===== config.mk =====
export PLATFORM = sky130hd
export DESIGN_NAME = video_timing_gen
export DESIGN_NICKNAME = d
export VERILOG_FILES = /design/src/rtl/video_timing_gen.sv
export SDC_FILE = /design/constraint.sdc
export NUM_CORES = 1
export LEC_CHECK = 0
export CAP_MARGIN = 20
export CORE_ASPECT_RATIO = 1.75
export CORE_MARGIN = 5
export CORE_UTILIZATION = 46
export DETAILED_ROUTE_END_ITERATION = 16
export HOLD_SLACK_MARGIN = 0.03
export PLACE_DENSITY = 0.76
export SYNTH_ARGS = -nofsm -noshare
export SYNTH_HDL_FRONTEND = slang
export SYNTH_SLANG_ARGS = --single-unit
export TNS_END_PERCENT = 1

===== constraint.sdc =====
create_clock -name clock_pixel -period 2.8 [get_ports clock_pixel]
set_clock_uncertainty 0.05 [all_clocks]
set_input_delay 0.7 -clock clock_pixel [delete_from_list [all_inputs] [get_ports clock_pixel]]
set_output_delay 0.7 -clock clock_pixel [all_outputs]
set_load 0.1 [all_outputs]

===== src/rtl/video_timing_gen.sv =====
// Parametrised video timing and test-pattern generator for an HDMI transmitter.
// Produces DE/HS/VS, RGB pattern, frame-start marker and pixel coordinates.
module video_timing_gen #(
  parameter int H_ACTIVE   = 640,
  parameter int H_FP       = 16,
  parameter int H_SYNC     = 96,
  parameter int H_BP       = 48,
  parameter int V_ACTIVE   = 480,
  parameter int V_FP       = 10,
  parameter int V_SYNC     = 2,
  parameter int V_BP       = 33,
  parameter int HS_POL     = 0,
  parameter int VS_POL     = 0,
  parameter int COLOR_W    = 8,
  parameter int CHECK_LOG2 = 5,
  parameter int CNT_W      = 12
) (
  input  logic                 clock_pixel,
  input  logic                 reset,
  input  logic                 enable,
  input  logic [3:0]           mode,
  input  logic [3*COLOR_W-1:0] solid_rgb,
  output logic                 data_enable,
  output logic                 horz_sync,
  output logic                 vert_sync,
  output logic [COLOR_W-1:0]   red,
  output logic [COLOR_W-1:0]   green,
  output logic [COLOR_W-1:0]   blue,
  output logic                 frame_start,
  output logic [CNT_W-1:0]     x,
  output logic [CNT_W-1:0]     y
);

  localparam int H_TOTAL = H_ACTIVE + H_FP + H_SYNC + H_BP;
  localparam int V_TOTAL = V_ACTIVE + V_FP + V_SYNC + V_BP;
  localparam int BAR_W   = H_ACTIVE / 8;

  localparam logic [CNT_W-1:0] H_ACT_C = CNT_W'(H_ACTIVE);
  localparam logic [CNT_W-1:0] V_ACT_C = CNT_W'(V_ACTIVE);
  localparam logic [CNT_W-1:0] HS_BEG  = CNT_W'(H_ACTIVE + H_FP);
  localparam logic [CNT_W-1:0] HS_END  = CNT_W'(H_ACTIVE + H_FP + H_SYNC);
  localparam logic [CNT_W-1:0] VS_BEG  = CNT_W'(V_ACTIVE + V_FP);
  localparam logic [CNT_W-1:0] VS_END  = CNT_W'(V_ACTIVE + V_FP + V_SYNC);
  localparam logic [CNT_W-1:0] H_LAST  = CNT_W'(H_TOTAL - 1);
  localparam logic [CNT_W-1:0] V_LAST  = CNT_W'(V_TOTAL - 1);
  localparam logic [CNT_W-1:0] B_LAST  = CNT_W'(BAR_W - 1);

  localparam logic HS_ON = 1'(HS_POL);
  localparam logic VS_ON = 1'(VS_POL);

  localparam logic [COLOR_W-1:0] C_ONE = {COLOR_W{1'b1}};

  logic                 run_q;
  logic [CNT_W-1:0]     h_cnt;
  logic [CNT_W-1:0]     v_cnt;
  logic [CNT_W-1:0]     bar_cnt;
  logic [2:0]           bar_idx;
  logic [3:0]           mode_q;

  logic                 at_origin;
  logic                 h_wrap;
  logic                 v_wrap;
  logic                 advance;
  logic                 active;
  logic                 hs_act;
  logic                 vs_act;
  logic                 chk;
  logic [3:0]           mode_eff;
  logic [3*COLOR_W-1:0] pix_rgb;

  assign at_origin = (h_cnt == '0) && (v_cnt == '0);
  assign h_wrap    = (h_cnt == H_LAST);
  assign v_wrap    = (v_cnt == V_LAST);
  assign advance   = enable && run_q;

  // The first pixel of a frame already uses the mode being latched now.
  assign mode_eff = at_origin ? mode : mode_q;

  always_ff @(posedge clock_pixel or negedge reset) begin
    if (!reset) begin
      run_q   <= 1'b0;
      h_cnt   <= '0;
      v_cnt   <= '0;
      bar_cnt <= '0;
      bar_idx <= '0;
      mode_q  <= '0;
    end else if (!enable) begin
      run_q   <= 1'b0;
      h_cnt   <= '0;
      v_cnt   <= '0;
      bar_cnt <= '0;
      bar_idx <= '0;
    end else begin
      run_q <= 1'b1;
      if (at_origin) begin
        mode_q <= mode;
      end
      if (run_q) begin
        if (h_wrap) begin
          h_cnt   <= '0;
          bar_cnt <= '0;
          bar_idx <= '0;
          v_cnt   <= v_wrap ? '0 : v_cnt + 1'b1;
        end else begin
          h_cnt <= h_cnt + 1'b1;
          if (bar_cnt == B_LAST) begin
            bar_cnt <= '0;
            if (bar_idx != 3'd7) begin
              bar_idx <= bar_idx + 3'd1;
            end
          end else begin
            bar_cnt <= bar_cnt + 1'b1;
          end
        end
      end
    end
  end

  assign active = (h_cnt < H_ACT_C) && (v_cnt < V_ACT_C);
  assign hs_act = (h_cnt >= HS_BEG) && (h_cnt < HS_END);
  assign vs_act = (v_cnt >= VS_BEG) && (v_cnt < VS_END);
  assign chk    = h_cnt[CHECK_LOG2] ^ v_cnt[CHECK_LOG2];

  // Bar colour bits: R off for idx 2,3,6,7; G off for 4..7; B off on odd idx.
  always_comb begin
    pix_rgb = '0;
    unique case (1'b1)
      (mode_eff == 4'd0): begin
        pix_rgb = {{COLOR_W{~bar_idx[1]}},
                   {COLOR_W{~bar_idx[2]}},
                   {COLOR_W{~bar_idx[0]}}};
      end
      (mode_eff == 4'd1): begin
        pix_rgb = chk ? '0 : {C_ONE, C_ONE, C_ONE};
      end
      (mode_eff == 4'd2): begin
        pix_rgb = {3{h_cnt[COLOR_W-1:0]}};
      end
      (mode_eff == 4'd3): begin
        pix_rgb = solid_rgb;
      end
      default: begin
        pix_rgb = '0;
      end
    endcase
  end

  always_ff @(posedge clock_pixel or negedge reset) begin
    if (!reset) begin
      data_enable        <= 1'b0;
      horz_sync          <= ~HS_ON;
      vert_sync          <= ~VS_ON;
      {red, green, blue} <= '0;
      frame_start        <= 1'b0;
      x                  <= '0;
      y                  <= '0;
    end else if (!advance) begin
      data_enable        <= 1'b0;
      horz_sync          <= ~HS_ON;
      vert_sync          <= ~VS_ON;
      {red, green, blue} <= '0;
      frame_start        <= 1'b0;
      x                  <= '0;
      y                  <= '0;
    end else begin
      data_enable        <= active;
      horz_sync          <= hs_act ? HS_ON : ~HS_ON;
      vert_sync          <= vs_act ? VS_ON : ~VS_ON;
      {red, green, blue} <= active ? pix_rgb : '0;
      frame_start        <= at_origin;
      x                  <= h_cnt;
      y                  <= v_cnt;
    end
  end

endmodule


==> flow_metrics.tcl <==
set metrics [dict create \
    synth_top_family_by_area "simple AND/OR/NAND/NOR gates" \
    syn_nets 461 \
    routed_wl_mm 11.2 \
    cpPeakStageDelay_ns 0.46 \
    ir_drop_mv 0.432 \
    layout_commonest_cell "dfrtp_1" \
    min_period_over_period_pct 91.6 \
    rsz0062_at_grt "false" \
    worst_ep_arrival_time_ns 2.75 \
    io_pins 83 \
    synthAdderAreaFrac_pct 1.92 \
    min_period_ns 2.57 \
    max-slew-margin-rel_pct 61.5 \
    synth.distinct_cells 49 \
    ff2ff_path_depth 9 \
    via_per_inst 5.61 \
    ant_nets 0 \
    pwr-share-comb_pct 19.5 \
    port_buffers 82 \
    drv_cap 0 \
    slew_viol_final 0 \
    hold_viol 0 \
    power_mw 3.34 \
    power_per_cell_area_mw_per_mm2 580 \
    tightest_slew_ns 0.578 \
    fin_setup_tns_ns 0 \
    finalSetupViolations 0 \
    drc 0 \
    hold_path.class "primary input to async pin" \
    worst_path_max_delay_cell "mux2i_1" \
    synthMuxAreaShare_pct 2.47 \
    synth-simple-area-share_pct 21.3 \
    grt_pass1_vias 3758 \
    start_util_pct 46.5 \
    die_h_um 142 \
    insertion_delay_ns 0.34 \
    numCtsBuffers 9 \
    cts_hold_buf 0 \
    internal_power_mw 2.37 \
    setup.worst_path.class "flip-flop to flip-flop" \
    grt_remaining_overflow 0 \
    cp_max_fo 16 \
    synth_area_sq_mm 0.00455 \
    vias 3615 \
    multi_input_area_sq_mm 0.00201 \
    h-tree-depth 3 \
    fp-row-count 48 \
    path_clk_slew_ns 0.06 \
    status "complete, no violations" \
    insertedDiodeCount 0 \
    p_sw_uw 977 \
    cts_tree "yes" \
    wl_per_cell_um 17.4 \
    grt_first_pass_wirelength_mm 18.5 \
    grt_max_degree 56 \
    grt_usage_pct 19.4 \
    pwr-share-seq_pct 44.7 \
    ff_latch_area_sq_mm 0.00240 \
    nets 552 \
    cp_cell_sequence "inv_1 > ha_1 > nor4b_2 > nand2_1 > nor4_4 > mux2i_1 > nor3_2 > buf_4 > o21a_1" \
    syn_to_final_growth_pct 26.6 \
    synth-compound-area-share_pct 13.4 \
    die-area_sq_mm 0.0121 \
    place.gp.congestion 0.855 \
    ys_seq_area_share_pct 52.8 \
    coreArea_sq_mm 0.00979 \
    startpoint_type "flip-flop" \
    final_cell_mix "dfrtp_1 (94), buf_4 (75), nor2_1 (44)" \
    yosysWarningCount 0 \
    avgSynthCellArea_sq_um 10.8 \
    clockBufferDepth 2 \
    grt_antenna_before_repair 0 \
    drt-pass1-iter-count 4 \
    drt_iter0_markers 197 \
    swShare_pct 29.2 \
    yosys_register_bits 96 \
    fill_cells 836 \
    worst_ep_required_time_ns 2.98 \
    root_buffer "clkbuf_16" \
    synthCells 423 \
    post-cts-setup-buffers 0 \
    drive_above_1_share_pct 24.3 \
    async_flop_share_pct 100 \
    p_clk_share_pct 35.7 \
    synthXorXnorAreaFrac_pct 4.81 \
    endpoint_kind "flip-flop" \
    cts.sinks 96 \
    ys.flop_type "dfrtp_1" \
    fp.dieW_um 85.2 \
    p_leak_nw 2.75 \
    synth_edf_count 0 \
    dp_hpwl_mm 8.20 \
    fmax_mhz 390 \
]
[final cells by class]
class | count | share of cell area, %
inverter | 9 | 0.586
multi-input combinational | 293 | 34.8
clock inverter | 6 | 1.04
timing repair buffer | 105 | 15.2
tap | 125 | 2.71
sequential | 96 | 41.7
clock buffer | 10 | 3.97
[timing repair]
action | 4_1_cts | 5_1_grt
endpoints found under the setup margin | 0 | 8
gates resized for setup | 0 | 1
endpoints found under the hold margin | 0 | 0
[per-layer routing]
metal	global-route usage [%]	wire (um)	share of wire, %	vias up
li1	-	-	-	1677
met1	20.8	4030	36	1807
met2	36.1	6270	56	105
met3	3.25	555	5.0	26
met4	9.34	339	3.0	0
met5	0	0	0	-
[synthesized netlist by cell type (2+ instances only)]
master    instances  area, sq um
xnor2_1          11         96.3
nor2b_1           2         12.5
dfrtp_1          94         2350
nor4_4            4         85.1
or3_2             3         22.5
xor2_1           14          123
nand2_1          35          131
a21oi_1           2         10.0
o21ai_0           9         45.0
nor3_1           12         60.1
mux2_2            6         67.6
buf_2             3         15.0
a21oi_2           8         70.1
a22o_1           19          166
dfstp_2           2         52.6
buf_1             2         7.51
ha_1              7         87.6
and2_1            4         25.0
o31ai_1           4         30.0
inv_1             9         33.8
nor3b_1           2         15.0
o21a_1           18          135
nor2_1           44          165
nand4_1           9         56.3
mux2i_1           3         30.0
and3_1           25          156
nor4_1            5         31.3
a22oi_1           8         60.1
a31oi_4           2         42.5
o22ai_1           2         12.5
nand2b_1          5         31.3
or4_1             3         22.5
buf_4             2         15.0
nand3_1          14         70.1
clkbuf_1         17         63.8
[critical path, delay by kind of cell (launching register included)]
kind | cells | cell delay (ns)
AOI/OAI and AO/OA | 1 | 0.12
adders and majority gates | 1 | 0.19
buffers and inverters | 2 | 0.30
DFF | 1 | 0.39
muxes | 1 | 0.46
and+or+nand+nor | 4 | 0.95
[stage by stage]
stage | hold WS, ns | cell area [sq um] | setup slack (ns) | cells | utilization, %
after global routing | 0.341 | 5760 | 0.0586 | 644 | 58.9
final | 0.290 | 5760 | 0.234 | 644 | 58.9
after detailed placement | 0.474 | 5470 | 0.168 | 628 | 55.9
after global placement | 0.451 | 5470 | 0.200 | 628 | 55.9
after floorplan | 0.354 | 4550 | 0.379 | 423 | -
after CTS | 0.313 | 5760 | 0.0786 | 644 | 58.9
[registers in the layout, indices dropped and copies added (netlist names), 3 cells and up]
signal and count:
red 8, mode_q 4, green 8, v_cnt 12, x 12, h_cnt 12, bar_idx 3, bar_cnt 12
y 12, blue 8
[power groups by stage]
stage / Clock (mW) / Sequential, mW / Combinational [mW]
3_5_place_dp: 0 / 1.52 / 0.655
4_1_cts: 1.22 / 1.50 / 0.658
2_1_floorplan: 0 / 1.63 / 0.331
6_report: 1.19 / 1.50 / 0.654
3_3_place_gp: 0 / 1.52 / 0.640
5_1_grt: 1.27 / 1.50 / 0.706
[kinds of logic after synthesis]
group,after synthesis
simple gates,175
compound gates,76
buf+inv,34
flops,96
mux,10
xor+xnor,25
fa+ha+maj,7
[worst paths after layout]
kind                            startpoint    endpoint  slack (ns)
worst max-delay path              h_cnt[1]     blue[5]        0.23
worst min-delay path                 reset    v_cnt[6]        0.29
worst max register to register    h_cnt[1]     blue[5]        0.23
worst min register to register  bar_cnt[0]  bar_cnt[0]        0.49
max in group asynchronous            reset   vert_sync        1.68
min in group clock_pixel        bar_cnt[0]  bar_cnt[0]        0.49
(Power assumes the default switching activity.)
